## config.mk

```make
export PLATFORM = sky130hd
export DESIGN_NAME = spi_slave_bridge_flat
export DESIGN_NICKNAME = d
export VERILOG_FILES = /design/src/rtl/spi_slave_bridge_if.sv /design/src/rtl/spi_slave_bridge.sv /design/src/flat_wrapper.sv
export SDC_FILE = /design/constraint.sdc
export NUM_CORES = 1
export LEC_CHECK = 0
export CORE_AREA = 2 2 93 95
export CTS_BUF_LIST = sky130_fd_sc_hd__clkbuf_4 sky130_fd_sc_hd__clkbuf_8
export DETAILED_ROUTE_END_ITERATION = 10
export DIE_AREA = 0 0 95 97
export PLACE_DENSITY = 0.71
export SLEW_MARGIN = 20
export SYNTH_ARGS = -nofsm -noshare
export SYNTH_HDL_FRONTEND = slang
export SYNTH_SLANG_ARGS = --single-unit
```

## constraint.sdc

```tcl
create_clock -name i_sys_clk -period 3.3 [get_ports i_sys_clk]
set_input_delay 0.66 -clock i_sys_clk [delete_from_list [all_inputs] [get_ports i_sys_clk]]
set_output_delay 0.66 -clock i_sys_clk [all_outputs]
set_load 0.05 [all_outputs]
```

## src/rtl/spi_slave_bridge_if.sv

```systemverilog
// Memory-side bus of the SPI slave bridge: write strobe, read request, read return.
interface spi_slave_bridge_if #(
    parameter int DATA_W = 8,
    parameter int ADDR_W = 14
);
    logic              o_wr;
    logic              o_rd;
    logic [ADDR_W-1:0] o_addr;
    logic [DATA_W-1:0] o_wdata;
    logic [DATA_W-1:0] i_rdata;
    logic              i_rvalid;

    modport slave  (output o_wr, o_rd, o_addr, o_wdata, input  i_rdata, i_rvalid);
    modport master (input  o_wr, o_rd, o_addr, o_wdata, output i_rdata, i_rvalid);
endinterface

```

## src/rtl/spi_slave_bridge.sv

```systemverilog
// SPI slave to memory bridge: 16-bit header (mode + start address), then streamed
// write or read words with auto-incrementing address. All SPI pins are oversampled.
module spi_slave_bridge #(
    parameter int DATA_W = 8,
    parameter int ADDR_W = 14,
    parameter bit CPOL   = 1'b0,
    parameter bit CPHA   = 1'b0
) (
    input  logic i_sys_clk,
    input  logic i_rst,
    input  logic i_sclk,
    input  logic i_ssn,
    input  logic i_mosi,
    output logic o_miso,
    output logic o_miso_oe,
    output logic o_active,
    output logic o_underrun,
    output logic o_cmd_err,
    spi_slave_bridge_if.slave mem
);
    localparam logic [2:0] S_IDLE = 3'd0;
    localparam logic [2:0] S_HDR  = 3'd1;
    localparam logic [2:0] S_WR   = 3'd2;
    localparam logic [2:0] S_RD   = 3'd3;
    localparam logic [2:0] S_SKIP = 3'd4;
    localparam logic [3:0] LAST_BIT = 4'(DATA_W - 1);

    logic [2:0]        sclk_q, ssn_q;
    logic [1:0]        mosi_q;
    logic              armed_q;
    logic [2:0]        state_q, state_d;
    logic [3:0]        bit_cnt_q;
    logic [14:0]       rx_q;
    logic [DATA_W-1:0] tx_q, rbuf_q, wdata_q;
    logic [ADDR_W-1:0] addr_q;
    logic              wr_q, rd_q;
    logic              rd_pend_q, rbuf_vld_q, load_pend_q;
    logic              underrun_q, cmd_err_q;

    logic        sclk_rise, sclk_fall, lead_e, trail_e, in_xfer;
    logic        sample_e, shift_e, ssn_fall, hdr_done, word_done;
    logic [15:0] rx_nxt;

    assign sclk_rise = sclk_q[1] & ~sclk_q[2];
    assign sclk_fall = ~sclk_q[1] & sclk_q[2];
    assign lead_e    = CPOL ? sclk_fall : sclk_rise;
    assign trail_e   = CPOL ? sclk_rise : sclk_fall;
    assign in_xfer   = (state_q != S_IDLE) & ~ssn_q[1];
    assign sample_e  = (CPHA ? trail_e : lead_e) & in_xfer;
    assign shift_e   = (CPHA ? lead_e : trail_e) & in_xfer;
    // armed_q blocks a start until SSN has been seen high since reset
    assign ssn_fall  = ~ssn_q[1] & ssn_q[2] & armed_q;
    assign rx_nxt    = {rx_q, mosi_q[1]};
    assign hdr_done  = sample_e & (state_q == S_HDR) & (bit_cnt_q == 4'd15);
    assign word_done = sample_e & ((state_q == S_WR) | (state_q == S_RD)) & (bit_cnt_q == LAST_BIT);

    always_comb begin
        state_d = state_q;
        if (ssn_q[1]) begin
            state_d = S_IDLE;
        end else if (state_q == S_IDLE) begin
            if (ssn_fall) state_d = S_HDR;
        end else if (hdr_done) begin
            case (rx_nxt[15:14])
                2'b10:   state_d = S_WR;
                2'b01:   state_d = S_RD;
                default: state_d = S_SKIP;
            endcase
        end
    end

    always_ff @(posedge i_sys_clk) begin
        if (i_rst) begin
            sclk_q      <= '0;
            ssn_q       <= '0;
            mosi_q      <= '0;
            armed_q     <= 1'b0;
            state_q     <= S_IDLE;
            bit_cnt_q   <= '0;
            rx_q        <= '0;
            tx_q        <= '0;
            rbuf_q      <= '0;
            wdata_q     <= '0;
            addr_q      <= '0;
            wr_q        <= 1'b0;
            rd_q        <= 1'b0;
            rd_pend_q   <= 1'b0;
            rbuf_vld_q  <= 1'b0;
            load_pend_q <= 1'b0;
            underrun_q  <= 1'b0;
            cmd_err_q   <= 1'b0;
        end else begin
            sclk_q  <= {sclk_q[1:0], i_sclk};
            ssn_q   <= {ssn_q[1:0], i_ssn};
            mosi_q  <= {mosi_q[0], i_mosi};
            state_q <= state_d;
            wr_q    <= 1'b0;
            rd_q    <= 1'b0;
            if (ssn_q[1]) armed_q <= 1'b1;
            if (wr_q | rd_q) addr_q <= addr_q + ADDR_W'(1);
            if (ssn_fall) begin
                bit_cnt_q  <= '0;
                underrun_q <= 1'b0;
                cmd_err_q  <= 1'b0;
            end
            if (sample_e) begin
                rx_q      <= rx_nxt[14:0];
                bit_cnt_q <= bit_cnt_q + 4'd1;
                if (hdr_done) begin
                    bit_cnt_q <= '0;
                    addr_q    <= rx_nxt[ADDR_W-1:0];
                    case (rx_nxt[15:14])
                        2'b10: ;
                        2'b01: begin
                            rd_q        <= 1'b1;
                            rd_pend_q   <= 1'b1;
                            load_pend_q <= 1'b1;
                        end
                        default: cmd_err_q <= 1'b1;
                    endcase
                end else if (word_done) begin
                    bit_cnt_q <= '0;
                    if (state_q == S_WR) begin
                        wr_q    <= 1'b1;
                        wdata_q <= rx_nxt[DATA_W-1:0];
                    end else begin
                        rd_q        <= 1'b1;
                        rd_pend_q   <= 1'b1;
                        load_pend_q <= 1'b1;
                    end
                end
            end
            if (mem.i_rvalid && rd_pend_q) begin
                rbuf_q     <= mem.i_rdata;
                rbuf_vld_q <= 1'b1;
                rd_pend_q  <= 1'b0;
            end
            // First shift edge after a read request loads the returned word, or zero if late
            if (shift_e && state_q == S_RD) begin
                if (load_pend_q) begin
                    tx_q        <= rbuf_vld_q ? rbuf_q : '0;
                    underrun_q  <= underrun_q | ~rbuf_vld_q;
                    rbuf_vld_q  <= 1'b0;
                    rd_pend_q   <= 1'b0;
                    load_pend_q <= 1'b0;
                end else begin
                    tx_q <= {tx_q[DATA_W-2:0], 1'b0};
                end
            end
            if (ssn_q[1]) begin
                bit_cnt_q   <= '0;
                rd_pend_q   <= 1'b0;
                rbuf_vld_q  <= 1'b0;
                load_pend_q <= 1'b0;
            end
        end
    end

    assign o_miso      = (state_q == S_RD) ? tx_q[DATA_W-1] : 1'b0;
    assign o_miso_oe   = ~ssn_q[1] & armed_q;
    assign o_active    = (state_q != S_IDLE);
    assign o_underrun  = underrun_q;
    assign o_cmd_err   = cmd_err_q;
    assign mem.o_wr    = wr_q;
    assign mem.o_rd    = rd_q;
    assign mem.o_addr  = addr_q;
    assign mem.o_wdata = wdata_q;
endmodule

```

## src/flat_wrapper.sv

```systemverilog
// flat-port wrapper written by rule: the top's interface ports become plain ports
module spi_slave_bridge_flat 
#(
    parameter int DATA_W = 8,
    parameter int ADDR_W = 14,
    parameter bit CPOL   = 1'b0,
    parameter bit CPHA   = 1'b0
)
  (i_sys_clk, i_rst, i_sclk, i_ssn, i_mosi, o_miso, o_miso_oe, o_active, o_underrun, o_cmd_err, mem_o_wr, mem_o_rd, mem_o_addr, mem_o_wdata, mem_i_rdata, mem_i_rvalid);
  spi_slave_bridge_if #(.DATA_W(DATA_W), .ADDR_W(ADDR_W)) mem_i ();
  input  logic i_sys_clk;
  input  logic i_rst;
  input  logic i_sclk;
  input  logic i_ssn;
  input  logic i_mosi;
  output logic o_miso;
  output logic o_miso_oe;
  output logic o_active;
  output logic o_underrun;
  output logic o_cmd_err;
  output wire logic [$bits(mem_i.o_wr)-1:0] mem_o_wr;
  output wire logic [$bits(mem_i.o_rd)-1:0] mem_o_rd;
  output wire logic [$bits(mem_i.o_addr)-1:0] mem_o_addr;
  output wire logic [$bits(mem_i.o_wdata)-1:0] mem_o_wdata;
  input wire logic [$bits(mem_i.i_rdata)-1:0] mem_i_rdata;
  input wire logic [$bits(mem_i.i_rvalid)-1:0] mem_i_rvalid;
  assign mem_o_wr = mem_i.o_wr;
  assign mem_o_rd = mem_i.o_rd;
  assign mem_o_addr = mem_i.o_addr;
  assign mem_o_wdata = mem_i.o_wdata;
  assign mem_i.i_rdata = mem_i_rdata;
  assign mem_i.i_rvalid = mem_i_rvalid;
  spi_slave_bridge #(.DATA_W(DATA_W), .ADDR_W(ADDR_W), .CPOL(CPOL), .CPHA(CPHA)) u_core (.i_sys_clk(i_sys_clk), .i_rst(i_rst), .i_sclk(i_sclk), .i_ssn(i_ssn), .i_mosi(i_mosi), .o_miso(o_miso), .o_miso_oe(o_miso_oe), .o_active(o_active), .o_underrun(o_underrun), .o_cmd_err(o_cmd_err), .mem(mem_i));
endmodule
```

# Word-level counts from Yosys, hierarchy flattened
# Cells that the tools add are included.
# word_totals
reg_bits	76
inputBits	14
output_inout_bits	29
# op_classes
addsub	2
eq_ne	8
n_mux	44
bitwise	22
reduce_logical	12
# ops
op	n
$mux W14	3
$mux W1	31
$mux W4	4
$mux W8	2
$add A14 B1 Y14 const B	1
$and A1 B1 Y1	12
$mux W3	3
$not A1 Y1	7
$eq A3 B2 Y1 const B	2
$pmux W3 S2	1
$reduce_or A2 Y1	3
$add A4 B1 Y4 const B	1
$eq A4 B3 Y1 const B	1
$eq A4 B4 Y1 const B	1
$reduce_and A4 Y1	1
$reduce_bool A2 Y1	2
$reduce_or A4 Y1	1
$eq A3 B1 Y1 const B	1
$logic_not A3 Y1	1
$or A1 B1 Y1	3
$reduce_bool A3 Y1	1
$eq A2 B1 Y1 const B	1
$eq A2 B2 Y1 const B	1
$logic_and A1 B1 Y1	2
2 further kinds	2

# Depth between registers and ports, before layout
# Gate-level depths: netlist (run 1).
# depth
ltp_word	11
ltp_mapped	7
depth_no_buf	5

# Worst setup path after synthesis (run 1)
# No wires, ideal clock.
# synth_path
path_type	register to output
start	register u_core.state_q[0]
end	output port o_miso
arrival_ps	1269
t_required_ps	2640
slack_ps	1371
stages_incl_launch_ff	4
n_path_buf	1
cell_sequence	dfxtp_1 -> buf_2 -> nand3b_1 -> nor2_1
# synth_between
elab_chain_len	2
# synth_rtl
item	line_no	rtl
start: declaration	spi_slave_bridge.sv:31	logic [2:0] state_q, state_d;
start signal: assignment	spi_slave_bridge.sv:96	state_q <= state_d;
$eq A3 B2 Y1	spi_slave_bridge.sv:159	assign o_miso = (state_q == S_RD) ? tx_q[DATA_W-1] : 1'b0;
$mux W1	spi_slave_bridge.sv:159	
end: declaration	flat_wrapper.sv:16	output logic o_miso;
# No other way between the ends.

# Worst setup path in the final report (run 1)
# Same ends and word-level chain as after synthesis.

==> results_dict.tcl, run 1 <==
set metrics [dict create \
    wl_per_cell_um 13.0 \
    min_path_cells 1 \
    synth.avg_cell_area_um2 8.71 \
    drc 0 \
    path_max_fanout 9 \
    setup_viol 0 \
    first_global_vias 2440 \
    area_growth_pct 21.1 \
    synth_fp_nets 382 \
    antenna_found_initial 0 \
    clockBufferDepth 2 \
    drv_slew 0 \
    htree_levels 3 \
    cts.root.buffer_cell "clkbuf_8" \
    chipWidth_um 95 \
    coreArea_um2 8130 \
    final_common_cell "dfxtp_1" \
    place_ws_ns 0.944 \
    nFillCells 806 \
    final_cell_mix "dfxtp_1, nand2_1, nor2_1, clkdlybuf4s50_1, a21oi_1" \
    synth-seq-area-share_pct 47.9 \
    fin_skew_ns 0.0114 \
    rsz0062_at_grt "false" \
    postCtsSetupRepairBufs 0 \
    status "completed" \
    vias 2651 \
    min_to "u_core.mosi_q[1]" \
    dp_hpwl_mm 4.59 \
    worst-setup-path-type "reg -> out" \
    power_mw 1.70 \
    max_clock_freq_mhz 362 \
    power.density_nw_per_um2 442 \
    post_cts_resized 0 \
    drtIter0Drc 105 \
    leakage_nw 1.28 \
    timing.final.hold_violations 0 \
    cp.required_ns 2.64 \
    grt_pass1_wl_mm 11.1 \
    reg2reg_slack_ns 1.20 \
    synth_cells 365 \
    place.gp.congestion 0.768 \
    numClockSinks 76 \
    cp-start-kind "register" \
    cap_violations 0 \
    max_slew_margin_pct 51.6 \
    final_core_util_pct 47.3 \
    worst_slack_ns 0.536 \
    routed_via_density 5.22 \
    grt_usage_pct 15.0 \
    num_rows 33 \
    drt_pass1_iterations 5 \
    fin_crit_ns 2.76 \
    ant_nets 0 \
    clk_pin_slew_ns 0.08 \
    worst_ir_drop_vdd_mv 0.260 \
    cpPeakStageDelay_ns 0.82 \
    synth_edf_count 0 \
    arrival_ns 2.10 \
    grt_max_degree 44 \
    nets 415 \
    synth_seq_cells 76 \
    synth_cell_type_count 48 \
    async_flop_share_pct 0 \
    cts_inserted_buffers 9 \
    cts_tree "done" \
    synth_ff_type "dfxtp_1" \
    r2r_end "u_core.state_q[0]" \
    hold_start "u_core.mosi_q[0]" \
    slowest_stage "clkdlybuf4s50_1" \
    crit_path_end_kind "primary output" \
    start_util_pct 39.1 \
    synth_warnings 0 \
    n_antenna_cell 0 \
    die_h_um 97 \
    wirelength_mm 6.63 \
    pin_count 43 \
    cts_hold_buf 0 \
    gr-total-overflow 0 \
    rr_startpoint "u_core.bit_cnt_q[0]" \
    port_buffers 42 \
    setup_tns_ns 0 \
    tightestPinTransition_ns 0.724 \
    hold_path.class "reg -> reg" \
    dieArea_um2 9220 \
    ff2ff_path_depth 5 \
    drive_gt1_share_pct 6.95 \
    crit_path_cell_trace "nand3b_1, nor2_1, clkdlybuf4s50_1" \
    synthesis.area_um2 3180 \
    clock_latency_ns 0.34 \
    fin_crit_sh_pct 83.7 \
]
==> metal layers <==
metal | part of all wire (%) | global-route usage [%] | wire (um)
met5 | 0 | 0 | 0
met4 | 1.3 | 4.79 | 87
met3 | 5.6 | 4.36 | 372
met2 | 49 | 25.2 | 3250
met1 | 44 | 18.2 | 2920
==> worst max path at each step <==
stage / from / endpoint / slack [ns] / depth (start not counted)
after global placement: u_core.state_q[0] / o_miso / 0.97 / 3
after global routing: u_core.state_q[0] / o_miso / 0.46 / 3
after floorplan: u_core.state_q[0] / o_miso / 1.37 / 3
after detailed placement: u_core.state_q[0] / o_miso / 0.94 / 3
final: u_core.state_q[0] / o_miso / 0.54 / 3
after CTS: u_core.state_q[0] / o_miso / 0.54 / 3
==> synthesized netlist by cell type (2+ instances only) <==
library cell | n | area (um^2)
nor4_1 | 5 | 31.3
inv_1 | 7 | 26.3
and3b_1 | 2 | 17.5
o21ai_0 | 4 | 20.0
nor3_1 | 5 | 25.0
buf_1 | 3 | 11.3
nand2_1 | 49 | 184
clkbuf_1 | 10 | 37.5
a211oi_1 | 13 | 97.6
nand3b_1 | 4 | 30.0
xnor2_1 | 12 | 105
nor2b_1 | 8 | 50.1
nand4_1 | 4 | 25.0
ha_1 | 3 | 37.5
o211ai_1 | 2 | 15.0
nor2_1 | 42 | 158
nand3_1 | 22 | 110
mux2i_1 | 8 | 80.1
or3_1 | 2 | 12.5
a21oi_1 | 33 | 165
buf_2 | 7 | 35.0
a311oi_1 | 8 | 70.1
nand2b_1 | 11 | 68.8
dfxtp_1 | 76 | 1520
and4_1 | 2 | 17.5
==> sequential cells by signal, summed over array words and instances (netlist names), 4 cells and up <==
signal              cells
u_core.rbuf_q           8
u_core.mem.o_addr      14
u_core.bit_cnt_q        4
u_core.mem.o_wdata      8
u_core.rx_q            15
u_core.tx_q             8
==> cell type report <==
type	count	area, um^2	share of cell area (%)
inverter	7	26.3	0.683
timing repair buffer	44	430	11.2
clock buffer	11	151	3.93
clock inverter	5	60.1	1.56
multi-input combinational	260	1530	39.7
tap	105	131	3.41
sequential	76	1520	39.5
==> cell families after synthesis <==
kind of cell / share of synthesized area (%)
adders and majority gates: 1.18
AOI/OAI and AO/OA: 13.9
xor gates and xnor gates: 3.58
buffers and inverters: 4.06
DFF: 47.9
and+or+nand+nor: 26.9
muxes: 2.52
==> through the flow <==
stage | hold WS [ns] | instances | area, um^2
2_1_floorplan | 0.414 | 365 | 3180
6_report | 0.444 | 508 | 3850
3_5_place_dp | 0.431 | 492 | 3640
5_1_grt | 0.463 | 508 | 3850
4_1_cts | 0.454 | 508 | 3850
3_3_place_gp | 0.418 | 492 | 3640
==> worst max-delay path, delay by kind of cell, from the launching register on <==
kind,cells,cell delay (ns)
simple gates,2,0.40
flops,1,0.53
buf+inv,1,0.82
==> power breakdown <==
| part | leakage, nW | switching, mW | internal (mW) |
|---|---|---|---|
| logic | 0.556 | 0.0253 | 0.0205 |
| clock network | 0.106 | 0.339 | 0.392 |
| registers | 0.613 | 0.00370 | 0.921 |
| total | 1.28 | 0.368 | 1.33 |
Note: power is estimated with default switching activity, not from simulation.
==> run 2, diff against run 1 <==
--- a/config.mk
+++ b/config.mk
@@ -9,7 +9,7 @@
 export CTS_BUF_LIST = sky130_fd_sc_hd__clkbuf_4 sky130_fd_sc_hd__clkbuf_8
 export DETAILED_ROUTE_END_ITERATION = 10
 export DIE_AREA = 0 0 95 97
-export PLACE_DENSITY = 0.71
+export PLACE_DENSITY = 0.73
 export SLEW_MARGIN = 20
 export SYNTH_ARGS = -nofsm -noshare
 export SYNTH_HDL_FRONTEND = slang
==> constraint.sdc (replaced) <==
create_clock -name i_sys_clk -period 2.52 [get_ports i_sys_clk]
set_input_delay 0.504 -clock i_sys_clk [delete_from_list [all_inputs] [get_ports i_sys_clk]]
set_output_delay 0.504 -clock i_sys_clk [all_outputs]
set_load 0.05 [all_outputs]
==> results_dict.tcl, run 2 (same netlist as run 1, synthesis figures left out) <==
set metrics [dict create \
    hold_start "u_core.ssn_q[0]" \
    setup_viol 0 \
    gr-total-overflow 0 \
    hold_path.class "reg -> reg" \
    drtIter0Drc 103 \
    largest_reg_flops 15 \
    cts_hold_buf 0 \
    rsz0062_at_grt "false" \
    grt_usage_pct 15.2 \
    reg2reg_slack_ns 0.71 \
    dp_hpwl_mm 4.37 \
    worst-setup-path-type "reg -> out" \
    wl_met3_um 306 \
    worst_slack_ns 0.103 \
    final_core_util_pct 47.9 \
    nFillCells 781 \
    crit_buf_inv 2 \
    rr_startpoint "u_core.ssn_q[1]" \
    place_ws_ns 0.366 \
    ant_nets 0 \
    final_common_cell "dfxtp_1" \
    cts.root.buffer_cell "clkbuf_8" \
    top_register "u_core.rx_q" \
    clock_latency_ns 0.35 \
    port_buffers 42 \
    routed-wl-met2_mm 3.15 \
    crit_path_cell_trace "nor3_4, inv_1, clkdlybuf4s50_1" \
    cp_top_family "buffers and inverters" \
    clockBufferDepth 2 \
    chipWidth_um 95 \
    timing.final.hold_violations 0 \
    drv_slew 0 \
    fin_skew_ns 0.00984 \
    clk_pin_slew_ns 0.08 \
    cp.required_ns 2.02 \
    cts_tree "done" \
    numClockSinks 76 \
    pin_count 43 \
    start_util_pct 39.1 \
    die_h_um 97 \
    area_growth_pct 22.6 \
    wirelength_mm 6.53 \
    leakage_nw 1.29 \
    route.top_layer_used "met4" \
    slowest_stage "clkdlybuf4s50_1" \
    crit_path_end_kind "primary output" \
    arrival_ns 1.91 \
    grt_pass1_wl_mm 11.3 \
    post_cts_resized 1 \
    grt_max_degree 68 \
    postCtsSetupRepairBufs 0 \
    cpPeakStageDelay_ns 0.81 \
    fin_crit_sh_pct 95.9 \
    tightestPinTransition_ns 0.678 \
    drt_pass1_iterations 4 \
    max_clock_freq_mhz 414 \
    fin_crit_ns 2.42 \
    drive_gt1_share_pct 7.41 \
    htree_levels 3 \
    num_rows 33 \
    cap_violations 0 \
    wl_per_cell_um 12.8 \
    dieArea_um2 9220 \
    path_max_fanout 9 \
    status "completed" \
    first_global_vias 2453 \
    power.density_nw_per_um2 613 \
    min_path_cells 1 \
    cts_inserted_buffers 9 \
    cp_num_cells 3 \
    coreArea_um2 8130 \
    ff2ff_path_depth 4 \
    routed_via_density 5.17 \
    setup_tns_ns 0 \
    vias 2639 \
    place.gp.congestion 0.829 \
    hold_slack_ns 0.440 \
    cp-start-kind "register" \
    nets 417 \
    drc 0 \
    max_slew_margin_pct 54.8 \
    worst_ir_drop_vdd_mv 0.398 \
    crit_start "u_core.state_q[0]" \
    m1WireLength_mm 3.02 \
    antenna_found_initial 0 \
    final_cell_mix "dfxtp_1, nand2_1, nor2_1, clkdlybuf4s50_1, a21oi_1" \
    n_antenna_cell 0 \
]
-- run 2: layout make-up --
type | count | area [um^2] | area share, %
clock buffers | 10 | 131 | 3.37
clock inverters | 6 | 113 | 2.89
inverters | 7 | 26.3 | 0.675
multi-input cells | 260 | 1530 | 39.2
flip-flops and latches | 76 | 1520 | 39.1
well taps | 105 | 131 | 3.37
repair buffers | 46 | 444 | 11.4
-- run 2: routing by layer --
metal	track usage (%)	vias up
li1	-	1339
met1	20.3	1229
met2	23.7	64
met3	4.98	7
met4	3.68	0
met5	0	-
-- run 2: worst register-to-register path, stage by stage, from the launching register on --
cell,delay [ns]
dfxtp_1,0.42
or3b_1,0.49
nor2_4,0.38
o211ai_1,0.16
a221oi_1,0.27
-- run 2: through the flow --
stage | cells | total power [mW] | cell area [um^2]
floorplan | 365 | 1.27 | 3180
global placement | 494 | 1.30 | 3650
detailed placement | 494 | 1.30 | 3650
CTS | 510 | 2.41 | 3890
global route | 510 | 2.47 | 3890
finish | 510 | 2.39 | 3890
-- run 2: worst paths after layout --
kind | endpoint
worst max-delay path | o_active
worst max register to register | u_core.rd_pend_q
worst min register to register | u_core.ssn_q[1]
worst min-delay path | u_core.ssn_q[1]
-- run 2: where the power goes --
part	switching, mW	internal, mW	total (mW)
clock	0.449	0.669	1.12
sequential	0.00495	1.21	1.21
combinational	0.0334	0.0269	0.0603
